### src/rtl/transmit_psk_dac.sv
// PSK/CW transmitter: NCO phase accumulator plus symbol phase offset, sine LUT,
// formatted into a registered DAC sample. Symbols come from an internal PRBS-7 or an external port.
module transmit_psk_dac #(
  parameter int BIT_DAC    = 14,
  parameter int PHASE_W    = 32,
  parameter int LUT_BITS   = 8,
  parameter int SYM_DIV    = 50,
  parameter int OFFSET_BIN = 1
) (
  input  logic               CLOCK_50,
  input  logic               reset,
  input  logic [1:0]         mode,
  input  logic               src_sel,
  input  logic [PHASE_W-1:0] freq_word,
  input  logic [1:0]         sym_in,
  input  logic               sym_valid,
  output logic               sym_ready,
  output logic               sym_strobe,
  output logic               underflow,
  output logic [BIT_DAC-1:0] DAC_OUT,
  output logic               PLL_OUT_DA,
  output logic               DA_WRTA,
  output logic               DA_MODE
);

  localparam int LUT_N = 1 << LUT_BITS;
  localparam int CNT_W = $clog2(SYM_DIV);
  localparam longint PI_FX = 64'sd3373259426;
  localparam logic [1:0] MODE_IDLE = 2'b00;
  localparam logic [1:0] MODE_BPSK = 2'b01;
  localparam logic [1:0] MODE_QPSK = 2'b10;
  localparam logic [1:0] MODE_CW   = 2'b11;
  localparam logic [BIT_DAC-1:0] ZERO_CODE =
    (OFFSET_BIN != 0) ? {1'b1, {(BIT_DAC-1){1'b0}}} : {BIT_DAC{1'b0}};

  typedef enum logic {IDLE, RUN} state_t;

  state_t                     state, state_next;
  logic                       active, boundary, ext_src;
  logic [CNT_W-1:0]           cnt;
  logic [PHASE_W-1:0]         acc;
  logic [6:0]                 prbs, prbs_next;
  logic                       bit_hi, bit_lo;
  logic [1:0]                 new_sym;
  logic [2:0]                 new_off, sym_off;
  logic                       sym_live, live1;
  logic [LUT_BITS-1:0]        ph1;
  logic signed [BIT_DAC-1:0]  lut_q;
  logic signed [BIT_DAC-1:0]  lut [LUT_N];

  // Elaboration-time sine: Taylor series in 2^30 fixed point over the first
  // quadrant, mirrored into the other three, rounded to the DAC amplitude.
  function automatic logic signed [BIT_DAC-1:0] sine_entry(input int k);
    longint x, x2, term, sum, amp, mag;
    int h, j;
    logic [BIT_DAC-1:0] v;
    h = k % (LUT_N / 2);
    j = (h <= LUT_N / 4) ? h : (LUT_N / 2 - h);
    x = (longint'(j) * PI_FX) >>> (LUT_BITS - 1);
    x2 = (x * x) >>> 30;
    term = x;
    sum = x;
    for (int n = 1; n < 10; n++) begin
      term = -((term * x2) >>> 30) / longint'((2 * n) * (2 * n + 1));
      sum = sum + term;
    end
    amp = (longint'(1) <<< (BIT_DAC - 1)) - 1;
    mag = (amp * sum + (longint'(1) <<< 29)) >>> 30;
    v = mag[BIT_DAC-1:0];
    return (k >= LUT_N / 2) ? -v : v;
  endfunction

  for (genvar k = 0; k < LUT_N; k++) begin : g_lut
    localparam logic signed [BIT_DAC-1:0] VAL = sine_entry(k);
    assign lut[k] = VAL;
  end

  assign PLL_OUT_DA = CLOCK_50;
  assign DA_WRTA    = ~CLOCK_50;
  assign DA_MODE    = 1'b1;

  always_ff @(posedge CLOCK_50 or posedge reset) begin
    if (reset) state <= IDLE;
    else       state <= state_next;
  end

  always_comb begin
    state_next = (mode == MODE_IDLE) ? IDLE : RUN;
  end

  // mode 00 already counts as inactive in the cycle before IDLE is entered,
  // so every datapath register clears on that same edge.
  always_comb begin
    active    = (state == RUN) && (mode != MODE_IDLE);
    boundary  = active && (cnt == CNT_W'(SYM_DIV - 1));
    ext_src   = src_sel && ((mode == MODE_BPSK) || (mode == MODE_QPSK));
    sym_ready = boundary && ext_src;
  end

  always_comb begin
    bit_hi    = prbs[6] ^ prbs[5];
    bit_lo    = prbs[5] ^ prbs[4];
    prbs_next = {prbs[5:0], bit_hi};
    new_sym   = {1'b0, bit_hi};
    if (mode == MODE_QPSK) begin
      prbs_next = {prbs[4:0], bit_hi, bit_lo};
      new_sym   = {bit_hi, bit_lo};
    end
    if (src_sel) new_sym = sym_in;
    new_off = 3'd0;
    case (mode)
      MODE_BPSK: new_off = new_sym[0] ? 3'd4 : 3'd0;
      MODE_QPSK: begin
        case (new_sym)
          2'b00:   new_off = 3'd1;
          2'b01:   new_off = 3'd3;
          2'b11:   new_off = 3'd5;
          default: new_off = 3'd7;
        endcase
      end
      default:   new_off = 3'd0;
    endcase
  end

  always_ff @(posedge CLOCK_50 or posedge reset) begin
    if (reset) begin
      cnt <= '0;
      acc <= '0;
    end else if (!active) begin
      cnt <= '0;
      acc <= '0;
    end else begin
      cnt <= boundary ? '0 : cnt + CNT_W'(1);
      acc <= acc + freq_word;
    end
  end

  // A missing external symbol mutes the whole period instead of repeating the last one.
  always_ff @(posedge CLOCK_50 or posedge reset) begin
    if (reset) begin
      prbs       <= 7'h7F;
      sym_off    <= 3'd0;
      sym_live   <= 1'b0;
      sym_strobe <= 1'b0;
      underflow  <= 1'b0;
    end else begin
      sym_strobe <= 1'b0;
      if (!active) begin
        sym_off  <= 3'd0;
        sym_live <= 1'b0;
      end else if (boundary) begin
        if (ext_src && !sym_valid) begin
          sym_live  <= 1'b0;
          underflow <= 1'b1;
        end else begin
          sym_off    <= new_off;
          sym_live   <= 1'b1;
          sym_strobe <= 1'b1;
          if (!src_sel && (mode != MODE_CW)) prbs <= prbs_next;
        end
      end
    end
  end

  // Only the top LUT_BITS of accumulator+offset are kept; the offset has no
  // lower bits, so no carry is lost by adding at the truncated width.
  always_ff @(posedge CLOCK_50 or posedge reset) begin
    if (reset) begin
      ph1     <= '0;
      live1   <= 1'b0;
      lut_q   <= '0;
      DAC_OUT <= ZERO_CODE;
    end else if (!active) begin
      ph1     <= '0;
      live1   <= 1'b0;
      lut_q   <= '0;
      DAC_OUT <= ZERO_CODE;
    end else begin
      ph1     <= acc[PHASE_W-1 -: LUT_BITS] + (LUT_BITS'(sym_off) << (LUT_BITS - 3));
      live1   <= sym_live;
      lut_q   <= live1 ? lut[ph1] : '0;
      DAC_OUT <= (OFFSET_BIN != 0) ? {~lut_q[BIT_DAC-1], lut_q[BIT_DAC-2:0]} : lut_q;
    end
  end

endmodule

### config.mk
export PLATFORM = sky130hd
export DESIGN_NAME = transmit_psk_dac
export DESIGN_NICKNAME = d
export VERILOG_FILES = /design/src/rtl/transmit_psk_dac.sv
export SDC_FILE = /design/constraint.sdc
export NUM_CORES = 1
export LEC_CHECK = 0
export CELL_PAD_IN_SITES_DETAIL_PLACEMENT = 1
export CELL_PAD_IN_SITES_GLOBAL_PLACEMENT = 1
export CORE_ASPECT_RATIO = 1.5
export CORE_MARGIN = 2
export CORE_UTILIZATION = 48
export DETAILED_ROUTE_END_ITERATION = 8
export HOLD_SLACK_MARGIN = 0.05
export PLACE_DENSITY_LB_ADDON = 0.25
export SLEW_MARGIN = 15
export SYNTH_ARGS = -nofsm -noshare
export SYNTH_HDL_FRONTEND = slang
export SYNTH_SLANG_ARGS = --single-unit
### constraint.sdc
create_clock -name CLOCK_50 -period 4.47 [get_ports CLOCK_50]
set_input_delay 0.447 -clock CLOCK_50 [delete_from_list [all_inputs] [get_ports CLOCK_50]]
set_output_delay 0.447 -clock CLOCK_50 [all_outputs]
set_load 0.02 [all_outputs]
* Yosys cells after proc, flatten, opt, wreduce, memory -nomap -nowiden *
Memories as Yosys holds them, arrays and structs flattened.
Index checks and enable logic that the tools add are counted.

storage, ports and cells
  flip-flop bits (word level) = 89
  bits of input ports = 40
  ROM bits = 3584
  output and inout port bits = 20
  memories kept = 1

memory list
  memory           words  width  rd ports  clocked after memory_dff  write ports  RTL line  RTL
  (no name shown)  256    14     1         0                         0            181       lut_q <= live1 ? lut[ph1] : '0;

operators by class
  $add $sub $neg = 3
  mux-type cells = 25
  bitwise gates (word level) = 6
  equal/unequal tests = 8
  $lt $le $gt $ge = 1
  reductions and logical operators = 15

operator list
  cell                                                              count
  14-bit two-way mux                                                5
  32-bit adder                                                      1
  32-bit two-way mux                                                1
  3-bit two-way mux                                                 4
  6-bit two-way mux                                                 2
  9-bit >= comparator (second input constant)                       1
  8-bit NOT with 9-bit output                                       1
  3-bit case mux with 3 select lines                                1
  8-bit adder                                                       1
  8-bit two-way mux                                                 1
  1-bit two-way mux                                                 7
  7-bit two-way mux                                                 1
  6-bit by 1-bit adder with 6-bit output (second input constant)    1
  6-bit == test (second input constant)                             1
  1-bit logical AND                                                 6
  3-bit case mux with 2 select lines                                1
  2-bit by 1-bit == test with 1-bit output (second input constant)  2
  2-bit == test (second input constant)                             2
  2-bit logical NOT                                                 2
  2-bit two-way mux                                                 2
  2-bit inequality test (second input constant)                     2
  4-bit AND reduction                                               1
  1-bit NOT                                                         3
  3-bit AND reduction                                               1
  other kinds (6)                                                   8

* Logic depth before layout (Yosys ltp) *
  depth in word-level cells = 9
  depth in mapped cells = 12

==> impl_metrics.sql <==
INSERT INTO impl_metrics (metric_group, metric, value, unit) VALUES
('worst_setup_path', 'required', '4020', 'ps'),
('yosys', 'syn_avg_cell_area', '7.523', 'µm²'),
('clock_network', 'cts_hold_repair.buffers', '0', ''),
('floorplan', 'die-area', '0.01892', 'mm²'),
('floorplan', 'num_io_pins', '60', ''),
('global_routing', 'grt_overflow_total', '0', ''),
('route', 'postRouteAntennaNets', '0', ''),
('sta', 'final_hold_viol_count', '0', ''),
('route', 'average_wire_per_standard_cell', '27.88', 'µm'),
('floorplan', 'dieHeight', '167.5', 'µm'),
('global_routing', 'grt_max_degree', '66', ''),
('cells_and_area', 'synthToLayoutAreaGrowth', '11.42', '%'),
('cells_and_area', 'finish.net_count', '1227', ''),
('route', 'detail_route.first_pass.iterations', '5', ''),
('worst_hold_path', 'min_to', 'DAC_OUT[13]$_DFF_PP1_', ''),
('status', 'run_status', 'finished clean', ''),
('yosys', 'post_synth_main_area_contributors', 'dfrtp_1, ha_1, a21oi_1, o21ai_0, nor2_1', ''),
('placement', 'port_buffers', '58', ''),
('worst_setup_path', 'timing_worst_setup_path_type', 'clock port to output pin', ''),
('clock_network', 'clkTransAtPathRegs', '70', 'ps'),
('clock_network', 'cts_setup_buffers', '0', ''),
('sta', 'rsz0062_at_grt', 'no', ''),
('pwr', 'power.ir.vdd_worst', '0.3084', 'mV'),
('sta', 'timing.slew.headroom', '30.65', '%'),
('placement', 'placement.cell_area', '0.009154', 'mm²'),
('sta', 'final_critical_path_setup_slack', '656.1', 'ps'),
('floorplan', 'starting_density', '49.10', '%'),
('route', 'detail_route.iter0.violations', '918', ''),
('cells_and_area', 'drive_gt1_share', '7.118', '%'),
('yosys', 'mappedNetlistNets', '1231', ''),
('floorplan', 'placementRows', '59', ''),
('sta', 'finalSetupTns', '0', 'ps'),
('placement', 'gpl.final_weighted_congestion', '1.078', ''),
('worst_setup_path', 'critical_path_peak_fanout', '18', ''),
('yosys', 'synthDominantCellAreaShare', '23.70', '%'),
('yosys', 'synth.distinct_cells', '81', ''),
('worst_setup_path', 'worstPathArrival', '3370', 'ps'),
('clock_network', 'postCtsResizedCells', '0', ''),
('clock_network', 'clock_insertion_delay_worst_skew', '470', 'ps'),
('yosys', 'synth.yosys.warnings', '0', ''),
('route', 'route.vias.total', '9497', ''),
('sta', 'timing_max_transition_violations_final', '0', ''),
('worst_hold_path', 'hold_path_depth', '1', ''),
('pwr', 'static_leakage', '0.003851', 'µW'),
('yosys', 'synthCells', '1137', ''),
('worst_setup_path', 'r2r_cells', '8', ''),
('sta', 'hold_slack', '377.4', 'ps'),
('cells_and_area', 'finalInstanceArea', '0.009530', 'mm²'),
('floorplan', 'core_region_area', '0.01742', 'mm²'),
('worst_setup_path', 'worst_r2r_endpoint', 'lut_q[9]$_DFF_PP0_', ''),
('worst_hold_path', 'critical_hold_path_startpoint', 'lut_q[13]$_DFF_PP0_', ''),
('yosys', 'synth_common_cells', 'nor2_1, nand2_1, a21oi_1', ''),
('pwr', 'power_density', '620.9', 'mW/mm²'),
('sta', 'worst_slew_pin_tran', '1040', 'ps'),
('placement', 'dp_worst_setup_slack', '1179', 'ps'),
('global_routing', 'wire_length_of_the_first_global_routing_pass', '57900', 'µm'),
('yosys', 'syn-cell-area', '0.008553', 'mm²'),
('global_routing', 'first_global_vias', '9879', ''),
('worst_hold_path', 'worst_hold_path_type', 'flip-flop to flip-flop', ''),
('sta', 'final-setup-viol-count', '0', ''),
('yosys', 'yosys_register_bits', '89', ''),
('yosys', 'postSynth.asyncResetShare', '100.0', '%'),
('yosys', 'synth_flop_cell', 'dfrtp_1', ''),
('worst_setup_path', 'worstSetupStartpointType', 'clock port', ''),
('floorplan', 'floorplan.die.width', '113.0', 'µm'),
('flow_run', 'max-cap-violations', '0', ''),
('route', 'route.detailed.drc', '0', ''),
('global_routing', 'grt_antenna_before_repair', '0', ''),
('yosys', 'synth-seq-area-share', '26.16', '%'),
('worst_setup_path', 'timing.rr.start', 'ph1[2]$_DFF_PP0_', ''),
('route', 'wl', '37660', 'µm'),
('cells_and_area', 'num_antenna_cells', '0', ''),
('worst_setup_path', 'setup_crit_end_kind', 'output pin', ''),
('clock_network', 'tritoncts', 'yes', ''),
('yosys', 'synth-edff-count', '0', ''),
('global_routing', 'grt_util_all_layers', '40.15', '%'),
('route', 'routed_via_density', '7.030', ''),
('worst_setup_path', 'r2r_slack', '1080', 'ps'),
('placement', 'hpwlAfterDp', '26640', 'µm'),
('cells_and_area', 'nFillCells', '2179', ''),
('sta', 'fin_worst_skew', '11.07', 'ps'),
('yosys', 'synth_most_common_cell', 'nor2_1', ''),
('yosys', 'netlist.top_cell.by_area', 'dfrtp_1', '');
## final cells by class
| class | instances | area [µm²] | area share [%] |
|---|---|---|---|
| Clock buffer | 14 | 320.3 | 3.361 |
| Clock inverter | 8 | 72.57 | 0.7615 |
| Inverter | 19 | 73.82 | 0.7746 |
| Multi-Input combinational cell | 927 | 5791 | 60.76 |
| Sequential cell | 89 | 2246 | 23.57 |
| Tap cell | 213 | 266.5 | 2.796 |
| Timing Repair Buffer | 81 | 760.7 | 7.982 |
## placed cells by master (no fill, tap or decap), types with 15 or more instances in the layout
master           synthesis  routed
a211oi_1                23      23
a21oi_1                112     112
a311oi_1                18      18
a31oi_1                 20      20
and2_1                  26      26
buf_4                    3      24
clkdlybuf4s50_1          0      58
dfrtp_1                 81      78
ha_1                    52      52
inv_1                   19      17
nand2_1                113     113
nand2b_1                22      22
nand3_1                 32      32
nor2_1                 114     114
nor2b_1                 16      15
nor3_1                  26      26
o211ai_1                24      24
o21ai_0                104     103
xnor2_1                 17      17
## state kept, by name (all words and copies together) (netlist names)
| signal | flops |
|---|---|
| state | 1 |
| sym_live | 1 |
| prbs | 7 |
| acc | 32 |
| underflow | 1 |
| live1 | 1 |
| lut_q | 14 |
| DAC_OUT | 14 |
| sym_strobe | 1 |
| ph1 | 8 |
| cnt | 6 |
| sym_off | 3 |
## cells by family (layout without fill, tap and decap cells)
family / Yosys count / in the layout / synth area share [%]
compound gates: 411 / 411 / 30.60
simple gates: 411 / 411 / 22.92
buf+inv: 121 / 122 / 6.173
flops: 89 / 89 / 26.16
fa+ha+maj: 54 / 54 / 8.075
xor+xnor: 31 / 31 / 3.174
mux: 19 / 19 / 2.853
other cells: 1 / 1 / 0.04384
## power breakdown
part           total, µW  internal [µW]  switching, µW
logic               3810           1270           2540
clock network        965            540            425
registers           1140            953            190
## how the worst max path moves through the flow
stage | startpoint | to | slack, ps | cells past startpoint
2_1_floorplan | CLOCK_50 | PLL_OUT_DA | 1650 | 1
3_3_place_gp | CLOCK_50 | DA_WRTA | 1180 | 2
3_5_place_dp | CLOCK_50 | DA_WRTA | 1180 | 2
4_1_cts | CLOCK_50 | DA_WRTA | 650 | 5
5_1_grt | CLOCK_50 | DA_WRTA | 630 | 5
6_report | CLOCK_50 | DA_WRTA | 660 | 5
## worst max-delay path, stage by stage
cell	delay, ps
clkbuf_16	120
clkbuf_16	180
clkbuf_16	180
inv_1	50
clkdlybuf4s50_1	590
## layer usage
layer	part of all wire, %	track usage [%]
met2	49	67.81
met4	9.3	30.65
met3	6.6	8.433
met1	35	43.60
met5	0	0
## per-stage QoR
stage	util, %	power, µW	instances
after global placement	52.54	4729	1331
after floorplan	-	3697	1137
after CTS	54.66	5750	1350
after detailed placement	52.54	4805	1331
final	54.70	5917	1351
after global routing	54.70	6241	1351
No activity file was read; power rests on OpenSTA's default activity.
